[src/rtl/program_loader.sv]
// program_loader: framed byte-stream writer for instruction memory.
// Holds the core in reset until an image loads with a matching checksum.
module program_loader #(
    parameter int WIDTH   = 32,
    parameter int ADDR_W  = 11,
    parameter int TIMEOUT = 65535
) (
    input  logic              clk,
    input  logic              rst,
    input  logic              START,
    input  logic [7:0]        BYTE_IN,
    input  logic              BYTE_VALID,
    output logic              BYTE_READY,
    output logic              MEM_WE,
    output logic [ADDR_W-1:0] MEM_ADR,
    output logic [WIDTH-1:0]  MEM_WDATA,
    output logic              CORE_RST,
    output logic              BUSY,
    output logic              DONE,
    output logic [1:0]        ERR_CODE
);
    localparam int IW    = ADDR_W - 2;
    localparam int DEPTH = 2 ** IW;
    localparam int TW    = $clog2(TIMEOUT + 1);

    typedef enum logic [2:0] {
        S_IDLE, S_LEN0, S_LEN1, S_DATA, S_CSUM, S_DONE, S_ERR
    } state_t;

    state_t            r_state;
    logic [15:0]       r_len;
    logic [IW-1:0]     r_widx;
    logic [1:0]        r_lane;
    logic [23:0]       r_word;
    logic [7:0]        r_csum;
    logic [TW-1:0]     r_tmo;
    logic              r_we;
    logic [ADDR_W-1:0] r_adr;
    logic [WIDTH-1:0]  r_wdata;
    logic              r_core;
    logic              r_busy;
    logic              r_done;
    logic [1:0]        r_err;

    logic        w_ready;
    logic        w_acc;
    logic [15:0] w_len;
    logic        w_len_bad;
    logic        w_last;
    logic        w_tmo;

    assign w_ready   = r_state inside {S_LEN0, S_LEN1, S_DATA, S_CSUM};
    assign w_acc     = BYTE_VALID & w_ready;
    assign w_len     = {BYTE_IN, r_len[7:0]};
    assign w_len_bad = (w_len == 16'd0) || (32'(w_len) > 32'(DEPTH));
    assign w_last    = (32'(r_widx) == 32'(r_len) - 32'd1);
    assign w_tmo     = (r_tmo == TW'(TIMEOUT - 1));

    assign BYTE_READY = w_ready;
    assign MEM_WE     = r_we;
    assign MEM_ADR    = r_adr;
    assign MEM_WDATA  = r_wdata;
    assign CORE_RST   = r_core;
    assign BUSY       = r_busy;
    assign DONE       = r_done;
    assign ERR_CODE   = r_err;

    always_ff @(posedge clk) begin
        if (!rst) begin
            r_state <= S_IDLE;
            r_len   <= '0;
            r_widx  <= '0;
            r_lane  <= '0;
            r_word  <= '0;
            r_csum  <= '0;
            r_tmo   <= '0;
            r_we    <= 1'b0;
            r_adr   <= '0;
            r_wdata <= '0;
            r_core  <= 1'b0;
            r_busy  <= 1'b0;
            r_done  <= 1'b0;
            r_err   <= 2'b00;
        end else begin
            r_we <= 1'b0;
            // Idle gap watchdog shared by every byte-consuming state.
            if (w_ready) begin
                if (w_acc) begin
                    r_tmo  <= '0;
                    r_csum <= r_csum ^ BYTE_IN;
                end else if (w_tmo) begin
                    r_state <= S_ERR;
                    r_err   <= 2'b11;
                    r_busy  <= 1'b0;
                end else begin
                    r_tmo <= r_tmo + TW'(1);
                end
            end
            if (w_acc) begin
                case (r_state)
                    S_LEN0: begin
                        r_len[7:0] <= BYTE_IN;
                        r_state    <= S_LEN1;
                    end
                    S_LEN1: begin
                        r_len <= w_len;
                        if (w_len_bad) begin
                            r_state <= S_ERR;
                            r_err   <= 2'b01;
                            r_busy  <= 1'b0;
                        end else begin
                            r_state <= S_DATA;
                        end
                    end
                    S_DATA: begin
                        r_lane <= r_lane + 2'd1;
                        unique case (r_lane)
                            2'd0: r_word[7:0]   <= BYTE_IN;
                            2'd1: r_word[15:8]  <= BYTE_IN;
                            2'd2: r_word[23:16] <= BYTE_IN;
                            2'd3: begin
                                r_we    <= 1'b1;
                                r_adr   <= {r_widx, 2'b00};
                                r_wdata <= WIDTH'({BYTE_IN, r_word});
                                r_widx  <= r_widx + IW'(1);
                                if (w_last) r_state <= S_CSUM;
                            end
                        endcase
                    end
                    S_CSUM: begin
                        r_busy <= 1'b0;
                        if (BYTE_IN == r_csum) begin
                            r_state <= S_DONE;
                            r_done  <= 1'b1;
                            r_core  <= 1'b1;
                        end else begin
                            r_state <= S_ERR;
                            r_err   <= 2'b10;
                        end
                    end
                    default: ;
                endcase
            end
            if (START && !w_ready) begin
                r_state <= S_LEN0;
                r_busy  <= 1'b1;
                r_done  <= 1'b0;
                r_err   <= 2'b00;
                r_core  <= 1'b0;
                r_csum  <= '0;
                r_widx  <= '0;
                r_lane  <= '0;
                r_tmo   <= '0;
            end
        end
    end
endmodule

[config.mk]
export PLATFORM = sky130hd
export DESIGN_NAME = program_loader
export DESIGN_NICKNAME = d
export VERILOG_FILES = /design/src/rtl/program_loader.sv
export SDC_FILE = /design/constraint.sdc
export NUM_CORES = 1
export LEC_CHECK = 0
export CAP_MARGIN = 0
export CORE_MARGIN = 2
export CORE_UTILIZATION = 50
export DETAILED_ROUTE_END_ITERATION = 12
export HOLD_SLACK_MARGIN = 0.03
export PLACE_DENSITY = 0.72
export SYNTH_ARGS = -nofsm -noshare
export SYNTH_HDL_FRONTEND = slang
export SYNTH_SLANG_ARGS = --single-unit
[constraint.sdc]
create_clock -name clk -period 3.41 [get_ports clk]
set_input_delay 0.5115 -clock clk [delete_from_list [all_inputs] [get_ports clk]]
set_output_delay 0.5115 -clock clk [all_outputs]
set_load 0.05 [all_outputs]
==> results.json, run 1 <==
{
  "grt_overflow": 0,
  "pwr-share-seq_pct": 41.4,
  "yosysWarningCount": 0,
  "synth_ff_type": "dfxtp_1",
  "powerDensity_nw_per_um2": 531,
  "synth_area_leaders": "dfxtp_1 (43%), nand2_1 (12%), a21boi_0 (11%), xor2_1 (4.8%), nand3_1 (3.2%)",
  "pin_count": 62,
  "power_frac_comb_pct": 11.6,
  "slowest_stage": "clkdlybuf4s50_1",
  "r2r_cells": 8,
  "finalCriticalPeriod_ns": 2.77,
  "row_count": 39,
  "antenna_found_initial": 0,
  "hold_end": "MEM_WDATA[17]$_SDFFE_PN0P_",
  "via_per_inst": 5.39,
  "drtIter0Drc": 263,
  "place_ws_ns": 0.604,
  "cts-htree-levels": 4,
  "fmaxAchievable_ghz": 0.361,
  "core_sq_um": 11300,
  "p_int_mw": 2.77,
  "hold_class": "reg -> reg",
  "dp_hpwl_microns": 9100,
  "critPathKind": "reg -> out",
  "yosysMostFrequentCell": "nand2_1",
  "die-width_microns": 111,
  "cts_tree": "built",
  "synth_edf_count": 0,
  "outcome": "finished, final reports clean",
  "grt_pass1_wl_microns": 21900,
  "slew_violations": 0,
  "post-route-period-util_pct": 81.2,
  "track_usage_pct": 22.1,
  "start_kind": "flip-flop",
  "async_reset_ff_share_pct": 0,
  "ant_nets": 0,
  "worstMarginPinSlew_ns": 0.966,
  "avgSynthCellArea_sq_um": 8.18,
  "cts_root_buf": "clkbuf_16",
  "cp.arrival_ns": 2.26,
  "nNetsFinal": 758,
  "io_buffers": 59,
  "path_cells": "nor2_1, xnor2_1, buf_4, inv_1, clkdlybuf4s50_1",
  "hp-start": "MEM_WDATA[17]$_SDFFE_PN0P_",
  "clock_path_buffers": 2,
  "power_switching_uw": 909,
  "firstDrtPassIters": 4,
  "r2r_setup_slack_ns": 0.79,
  "clock_power_share_pct": 47.0,
  "r2r_end": "r_state[1]$_SDFF_PP0_",
  "finalClockSkew_ns": 0.00421,
  "cts_resized": 0,
  "max-slew-margin-rel_pct": 35.4,
  "p_leak_nw": 2.33,
  "yosysTopAreaCellShare_pct": 43.5,
  "clk_pin_slew_worst_paths_ns": 0.05,
  "area_growth_pct": 21.2,
  "vias": 4813,
  "power.total_mw": 3.68,
  "ctsHoldBuffers": 0,
  "worstSetupEndpointType": "output port",
  "n_antenna_cell": 0,
  "synth_common_cells": "nand2_1 (179), dfxtp_1 (124), a21boi_0 (81)",
  "crit_path_max_incr_delay_ns": 0.80,
  "wire_per_inst_microns": 14.8,
  "clk_latency_ns": 0.41,
  "syn_area_sq_um": 5710,
  "ir_worst_vdd_v": 0.000399,
  "syn_inst": 698,
  "cp_data_required_time_ns": 2.90,
  "initial_core_util_pct": 50.7,
  "routabilityCongestion": 0.928,
  "grt_pass1_vias": 4539,
  "synth_top_area_cell": "dfxtp_1",
  "tns_ns": 0,
  "timing.rr.start": "r_len[0]$_SDFFE_PN0P_",
  "post_cts_buffers": 0,
  "dieArea_sq_um": 12300,
  "ys_seq_elements": 124,
  "finalHoldViolCount": 0,
  "swShare_pct": 24.7,
  "setup_violations": 0,
  "min_delay_path_depth": 2,
  "setup_slack_ns": 0.639,
  "drive_above_1_share_pct": 6.40,
  "drc": 0,
  "yosysSeqAreaShare_pct": 43.5,
  "cap_violations": 0,
  "die_h_microns": 111,
  "cp_max_fo": 12,
  "numClockSinks": 124,
  "rsz0062_at_grt": "false",
  "cts_buffers": 17,
  "synth.distinct_cells": 56,
  "routed_wl_microns": 13200,
  "grt_max_degree": 86
}
-- area by class of cell --
type,count,area [sq um]
multi-input combinational,513,2980
sequential,124,2480
inverter,12,45.0
clock inverter,6,86.3
timing repair buffer,70,668
fill,998,4350
tap,143,179
clock buffer,25,485
-- sequential cells by signal (all words and copies together), names as in the netlist --
signal and flops:
DONE 1, r_len 16, r_csum 8, r_lane 2
r_word 24, r_state 3, r_tmo 16, BUSY 1
MEM_ADR 9, MEM_WDATA 32, r_widx 9, MEM_WE 1
ERR_CODE 2
-- layer usage --
| metal | part of all wire, % | wire [microns] | GRT usage [%] | vias to the layer above |
|---|---|---|---|---|
| met2 | 46 | 6010 | 34.4 | 104 |
| met4 | 1.7 | 225 | 7.83 | 0 |
| met3 | 4.9 | 643 | 6.62 | 17 |
| li1 | - | - | - | 2426 |
| met5 | 0 | 0 | 0 | - |
| met1 | 48 | 6310 | 29.2 | 2266 |
-- through the flow --
stage / hold slack (ns) / cells / instance area, sq um / utilization (%)
after detailed placement: 0.460 / 862 / 6350 / 56.3
after global placement: 0.457 / 862 / 6350 / 56.3
final: 0.462 / 893 / 6920 / 61.4
after global routing: 0.483 / 893 / 6920 / 61.4
after floorplan: 0.438 / 699 / 5720 / -
after CTS: 0.465 / 893 / 6920 / 61.4
-- placed cells by master (no fill, tap or decap), types with 2 or more instances in the layout --
cell type / count
o21ai_0: 11
clkbuf_1: 5
a21oi_1: 13
inv_1: 12
a21boi_0: 81
dfxtp_1: 124
nor3_1: 7
bufinv_16: 2
and4_1: 4
conb_1: 2
o221ai_1: 3
or3_1: 6
clkbuf_16: 17
nand4_1: 11
buf_4: 11
clkdlybuf4s50_1: 58
nor4b_1: 3
and2_1: 2
o211ai_1: 3
nand2_1: 179
mux2i_1: 3
o21a_1: 3
nand2b_1: 2
nand3_1: 36
and3_1: 3
clkbuf_8: 3
nor3_2: 2
xnor2_1: 19
xor2_1: 31
ha_1: 8
nor4_1: 8
clkinv_2: 2
nor2_1: 48
-- critical path, delay by kind of cell, from the launching register on --
kind | cells | cell delay (ns)
DFF | 1 | 0.56
buffers and inverters | 3 | 1.06
xor gates and xnor gates | 1 | 0.14
and+or+nand+nor | 1 | 0.09
-- cells by family after synthesis --
logic type	share of synthesized area, %
DFF	43.5
AOI/OAI and AO/OA	16.8
xor gates and xnor gates	7.67
muxes	0.723
adders and majority gates	1.75
buffers and inverters	4.49
and+or+nand+nor	25.0
other	0.0657
-- how the worst max path moves through the flow --
stage                          start               endpoint  slack [ns]
6_report       r_state[0]$_SDFF_PN0_             BYTE_READY        0.64
5_1_grt        r_state[0]$_SDFF_PN0_             BYTE_READY        0.54
4_1_cts        r_state[0]$_SDFF_PN0_             BYTE_READY        0.63
3_5_place_dp              BYTE_IN[1]  r_state[0]$_SDFF_PN0_        0.60
3_3_place_gp              BYTE_IN[1]  r_state[0]$_SDFF_PN0_        0.74
2_1_floorplan  r_len[0]$_SDFFE_PN0P_  r_state[0]$_SDFF_PN0_        1.05
-- power groups by stage --
stage / combinational [mW] / sequential, mW / clock (mW)
after floorplan: 0.328 / 1.54 / 0
after global placement: 0.412 / 1.55 / 0
after detailed placement: 0.420 / 1.55 / 0
after CTS: 0.425 / 1.52 / 1.76
after global routing: 0.464 / 1.53 / 1.83
final: 0.426 / 1.52 / 1.73
No activity file was read; power rests on OpenSTA's default activity.
==> run 2: changes to the inputs <==
- clock period: 3.41 -> 2.6 ns (I/O delays scaled with it)
==> results.json, run 2 (synthesis results as in run 1) <==
{
  "outcome": "finished, final reports clean",
  "crit_path_max_incr_delay_ns": 0.50,
  "grt_max_degree": 83,
  "max-slew-margin-rel_pct": 37.3,
  "hold_class": "in -> reg",
  "firstDrtPassIters": 5,
  "antenna_found_initial": 0,
  "die-width_microns": 111,
  "cp.buffers_inverters": 1,
  "worstMarginPinSlew_ns": 0.935,
  "p_leak_nw": 2.48,
  "post-route-period-util_pct": 93.5,
  "cap_violations": 0,
  "drc": 0,
  "finalCriticalPeriod_ns": 2.43,
  "drive_above_1_share_pct": 10.3,
  "hp-start": "rst",
  "area_growth_pct": 25.7,
  "tns_ns": 0,
  "grt_pass1_vias": 4810,
  "fin_cells": 917,
  "r2r_cells": 8,
  "row_count": 39,
  "finalHoldViolCount": 0,
  "ir_worst_vdd_v": 0.000640,
  "crit_path_frequent_cell": "nor4_2",
  "hold_end": "BUSY$_SDFF_PN0_",
  "r2r_setup_slack_ns": 0.17,
  "post_cts_buffers": 0,
  "cts-htree-levels": 4,
  "n_antenna_cell": 0,
  "critPathTopFamily": "simple AND/OR/NAND/NOR gates",
  "slowest_stage": "or4b_1",
  "path_cells": "inv_1, ha_1, or4b_1, nor4_2, mux2_1, nor4_2, o2111ai_2, o21ba_1",
  "clk_latency_ns": 0.42,
  "largest_reg_flops": 32,
  "cp_data_required_time_ns": 2.92,
  "track_usage_pct": 24.5,
  "min_delay_path_depth": 2,
  "rsz0062_at_grt": "false",
  "final_cell_mix": "nand2_1 (179), dfxtp_1 (124), a21boi_0 (81), clkdlybuf4s50_1 (57), nor2_1 (48)",
  "core_sq_um": 11300,
  "cts_buffers": 17,
  "pin_count": 62,
  "final_common_cell": "nand2_1",
  "wire_per_inst_microns": 15.9,
  "place_inst": 885,
  "grt_overflow": 0,
  "clock_path_buffers": 2,
  "io_buffers": 59,
  "slew_violations": 0,
  "cts_root_buf": "clkbuf_16",
  "cp_max_fo": 6,
  "critPathKind": "reg -> reg",
  "die_h_microns": 111,
  "n_fill_cell": 933,
  "timing.rr.start": "r_len[0]$_SDFFE_PN0P_",
  "routabilityCongestion": 0.883,
  "cp.arrival_ns": 2.75,
  "numClockSinks": 124,
  "fmaxAchievable_ghz": 0.411,
  "ctsHoldBuffers": 0,
  "setup_violations": 0,
  "nNetsFinal": 781,
  "dieArea_sq_um": 12300,
  "r2r_end": "r_state[1]$_SDFF_PP0_",
  "worstSetupEndpointType": "flip-flop",
  "via_per_inst": 5.44,
  "dp_hpwl_microns": 9990,
  "clk_pin_slew_worst_paths_ns": 0.06,
  "start_kind": "flip-flop",
  "drtIter0Drc": 367,
  "ant_nets": 0,
  "finalClockSkew_ns": 0.00552,
  "cts_tree": "built",
  "routed_wl_microns": 14600,
  "cts_resized": 0,
  "initial_core_util_pct": 50.7,
  "powerDensity_nw_per_um2": 718,
  "vias": 4988,
  "grt_pass1_wl_microns": 24100
}
-- run 2: cell count changes in the layout (fill, tap and decap cells not counted) --
cell / previous run / this run
clkinv_2: 2 / 4
clkbuf_8: 3 / 4
clkdlybuf4s50_1: 58 / 57
clkbuf_1: 5 / 0
bufinv_16: 2 / 4
nor4_2: 1 / 3
nor4_1: 8 / 6
clkinvlp_4: 1 / 2
buf_4: 11 / 35
-- run 2: worst max path at each step --
stage	slack, ns	end	from	cells past startpoint
after floorplan	0.24	r_state[0]$_SDFF_PN0_	r_len[0]$_SDFFE_PN0P_	8
after global placement	0.14	r_state[0]$_SDFF_PN0_	r_len[0]$_SDFFE_PN0P_	8
after detailed placement	0.10	r_state[0]$_SDFF_PN0_	r_len[0]$_SDFFE_PN0P_	8
after CTS	0.09	r_state[0]$_SDFF_PN0_	r_len[0]$_SDFFE_PN0P_	8
after global routing	0.04	r_state[1]$_SDFF_PP0_	r_len[0]$_SDFFE_PN0P_	8
final	0.17	r_state[1]$_SDFF_PP0_	r_len[0]$_SDFFE_PN0P_	8
-- run 2: where the power goes --
part           internal (mW)  switching, mW  leakage (nW)
clock                   1.70          0.852         0.315
sequential              1.94         0.0475          1.00
combinational          0.249          0.372          1.16
total                   3.89           1.27          2.48
-- run 2: per-layer routing --
metal  track usage [%]  vias to the layer above  wire length [microns]  part of all wire [%]
met1              31.6                     2362                   6720                    46
met3              6.40                       26                    693                   4.8
met2              38.8                      132                   6800                    47
met5                 0                        -                      0                     0
met4              11.0                        0                    360                   2.5
li1                  -                     2468                      -                     -
-- run 2: cell type report --
cell class / instances / area (sq um) / area share, %
multi-input cells: 513 / 2990 / 41.6
flip-flops and latches: 124 / 2480 / 34.6
repair buffers: 93 / 838 / 11.7
clock buffers: 21 / 480 / 6.69
well taps: 143 / 179 / 2.49
clock inverters: 11 / 164 / 2.28
inverters: 12 / 45.0 / 0.628
-- run 2: through the flow --
| stage | utilization, % | total power [mW] | hold WS [ns] | worst slack (ns) | cell area, sq um |
|---|---|---|---|---|---|
| final | 63.7 | 5.16 | 0.263 | 0.170 | 7180 |
| after global routing | 63.7 | 5.34 | 0.268 | 0.0445 | 7180 |
| after CTS | 63.6 | 5.18 | 0.252 | 0.0876 | 7170 |
| after detailed placement | 57.9 | 2.63 | 0.457 | 0.103 | 6520 |
| after global placement | 57.9 | 2.63 | 0.456 | 0.140 | 6520 |
| after floorplan | - | 2.44 | 0.438 | 0.241 | 5720 |
==> run 3: changes to the inputs <==
- CELL_PAD_IN_SITES_DETAIL_PLACEMENT: unset -> 1
- CELL_PAD_IN_SITES_GLOBAL_PLACEMENT: unset -> 2
- CORE_UTILIZATION: 50 -> 34
- PLACE_DENSITY: 0.72 -> unset
- PLACE_DENSITY_LB_ADDON: unset -> 0.1
==> results.json, run 3 (synthesis results as in run 1) <==
{
  "power_frac_comb_pct": 13.0,
  "wire_per_inst_microns": 16.3,
  "grt_pass1_wl_microns": 26800,
  "slew_violations": 0,
  "finalHoldViolCount": 0,
  "rsz0062_at_grt": "false",
  "start_kind": "flip-flop",
  "worstMarginPinSlew_ns": 0.621,
  "drc": 0,
  "ir_worst_vdd_v": 0.000491,
  "clock_path_buffers": 2,
  "ant_nets": 0,
  "via_per_inst": 4.99,
  "fmaxAchievable_ghz": 0.420,
  "track_usage_pct": 19.0,
  "numClockSinks": 124,
  "critPathKind": "reg -> reg",
  "clk_pin_slew_worst_paths_ns": 0.06,
  "n_antenna_cell": 0,
  "crit_path_frequent_cell": "nor4_2",
  "largest_reg_flops": 32,
  "routabilityCongestion": 0.796,
  "grt_overflow": 0,
  "area_growth_pct": 26.6,
  "ctsHoldBuffers": 0,
  "r2r_setup_slack_ns": 0.22,
  "min_delay_path_depth": 2,
  "firstDrtPassIters": 4,
  "power.total_mw": 5.01,
  "final_common_cell": "nand2_1",
  "core_sq_um": 16500,
  "cp.arrival_ns": 2.68,
  "initial_core_util_pct": 34.6,
  "p_int_mw": 3.66,
  "finalClockSkew_ns": 0.00634,
  "nNetsFinal": 782,
  "io_buffers": 59,
  "die_h_microns": 134,
  "antenna_found_initial": 0,
  "cts_buffers": 17,
  "crit_path_max_incr_delay_ns": 0.51,
  "outcome": "finished, final reports clean",
  "clk_latency_ns": 0.41,
  "grt_max_degree": 45,
  "hold_class": "in -> reg",
  "tns_ns": 0,
  "cts_tree": "built",
  "path_cells": "inv_1, ha_1, or4b_1, nor4_2, mux2_1, nor4_2, o2111ai_2, o21ba_1",
  "finalCriticalPeriod_ns": 2.38,
  "r2r_end": "r_state[1]$_SDFF_PP0_",
  "slowest_stage": "or4b_1",
  "p_leak_nw": 2.46,
  "cp_max_fo": 5,
  "cap_violations": 0,
  "dp_hpwl_microns": 11700,
  "timing.rr.start": "r_len[1]$_SDFFE_PN0P_",
  "pwr-share-seq_pct": 39.7,
  "cts-htree-levels": 4,
  "final_cell_mix": "nand2_1 (179), dfxtp_1 (124), a21boi_0 (81), clkdlybuf4s50_1 (57), nor2_1 (48)",
  "worstSetupEndpointType": "flip-flop",
  "powerDensity_nw_per_um2": 693,
  "dieArea_sq_um": 17900,
  "grt_pass1_vias": 5104,
  "row_count": 47,
  "clock_power_share_pct": 47.3,
  "post-route-period-util_pct": 91.5,
  "power_switching_mw": 1.35,
  "cts_root_buf": "clkbuf_16",
  "critPathTopFamily": "simple AND/OR/NAND/NOR gates",
  "n_fill_cell": 1933,
  "cp.buffers_inverters": 1,
  "vias": 4970,
  "drive_above_1_share_pct": 10.5,
  "drtIter0Drc": 230,
  "swShare_pct": 26.9,
  "cp_data_required_time_ns": 2.90,
  "hold_end": "BUSY$_SDFF_PN0_",
  "hp-start": "rst",
  "routed_wl_microns": 16200,
  "pin_count": 62,
  "r2r_cells": 8,
  "die-width_microns": 134,
  "setup_violations": 0,
  "max-slew-margin-rel_pct": 58.5
}
run 3: per-layer routing:
layer	global-route usage, %	share of wire [%]
met1	25.6	49
met3	3.50	2.5
met5	0	0
met2	30.1	46
met4	7.80	2.3
run 3: stage by stage:
stage / instances / util [%] / instance area (sq um) / hold WS [ns] / worst slack [ns]
after floorplan: 699 / - / 5720 / 0.438 / 0.241
after global routing: 995 / 43.8 / 7230 / 0.281 / 0.0265
after global placement: 963 / 40.1 / 6630 / 0.452 / 0.229
after detailed placement: 963 / 40.1 / 6630 / 0.459 / 0.104
final: 995 / 43.8 / 7230 / 0.284 / 0.221
after CTS: 995 / 43.7 / 7220 / 0.266 / 0.0857
run 3: how the worst max path moves through the flow:
stage / startpoint / endpoint / slack (ns) / cells past startpoint
2_1_floorplan: r_len[0]$_SDFFE_PN0P_ / r_state[0]$_SDFF_PN0_ / 0.24 / 8
3_3_place_gp: r_len[1]$_SDFFE_PN0P_ / r_state[0]$_SDFF_PN0_ / 0.23 / 8
3_5_place_dp: r_len[1]$_SDFFE_PN0P_ / r_state[0]$_SDFF_PN0_ / 0.10 / 8
4_1_cts: r_len[1]$_SDFFE_PN0P_ / r_state[1]$_SDFF_PP0_ / 0.09 / 8
5_1_grt: r_len[1]$_SDFFE_PN0P_ / r_state[1]$_SDFF_PP0_ / 0.03 / 8
6_report: r_len[1]$_SDFFE_PN0P_ / r_state[1]$_SDFF_PP0_ / 0.22 / 8
run 3: area by class of cell:
cell class                 instances  area (sq um)  area share (%)
multi-input combinational        513          2990            41.3
clock inverter                    13           141            1.96
tap                              220           275            3.81
clock buffer                      19           453            6.26
sequential                       124          2480            34.3
inverter                          12          45.0           0.623
timing repair buffer              94           846            11.7
run 3: power by group through the flow:
stage | Combinational, mW | Clock, mW | Sequential (mW)
final | 0.651 | 2.37 | 1.99
after global placement | 0.630 | 0 | 2.03
after floorplan | 0.430 | 0 | 2.01
after detailed placement | 0.644 | 0 | 2.03
after global routing | 0.716 | 2.51 | 1.99
after CTS | 0.649 | 2.43 | 1.99
run 3: worst register-to-register path, stage by stage (launching register included):
cell and delay (ns):
dfxtp_1 0.35, inv_1 0.07, ha_1 0.21, or4b_1 0.51, nor4_2 0.18, mux2_1 0.38, nor4_2 0.17, o2111ai_2 0.19
o21ba_1 0.22
run 3: repair_timing:
action                                  CTS  global route
gates resized for setup                   0             2
endpoints found under the setup margin    0             3
hold endpoints to repair                  0             0
setup buffers                             0             0
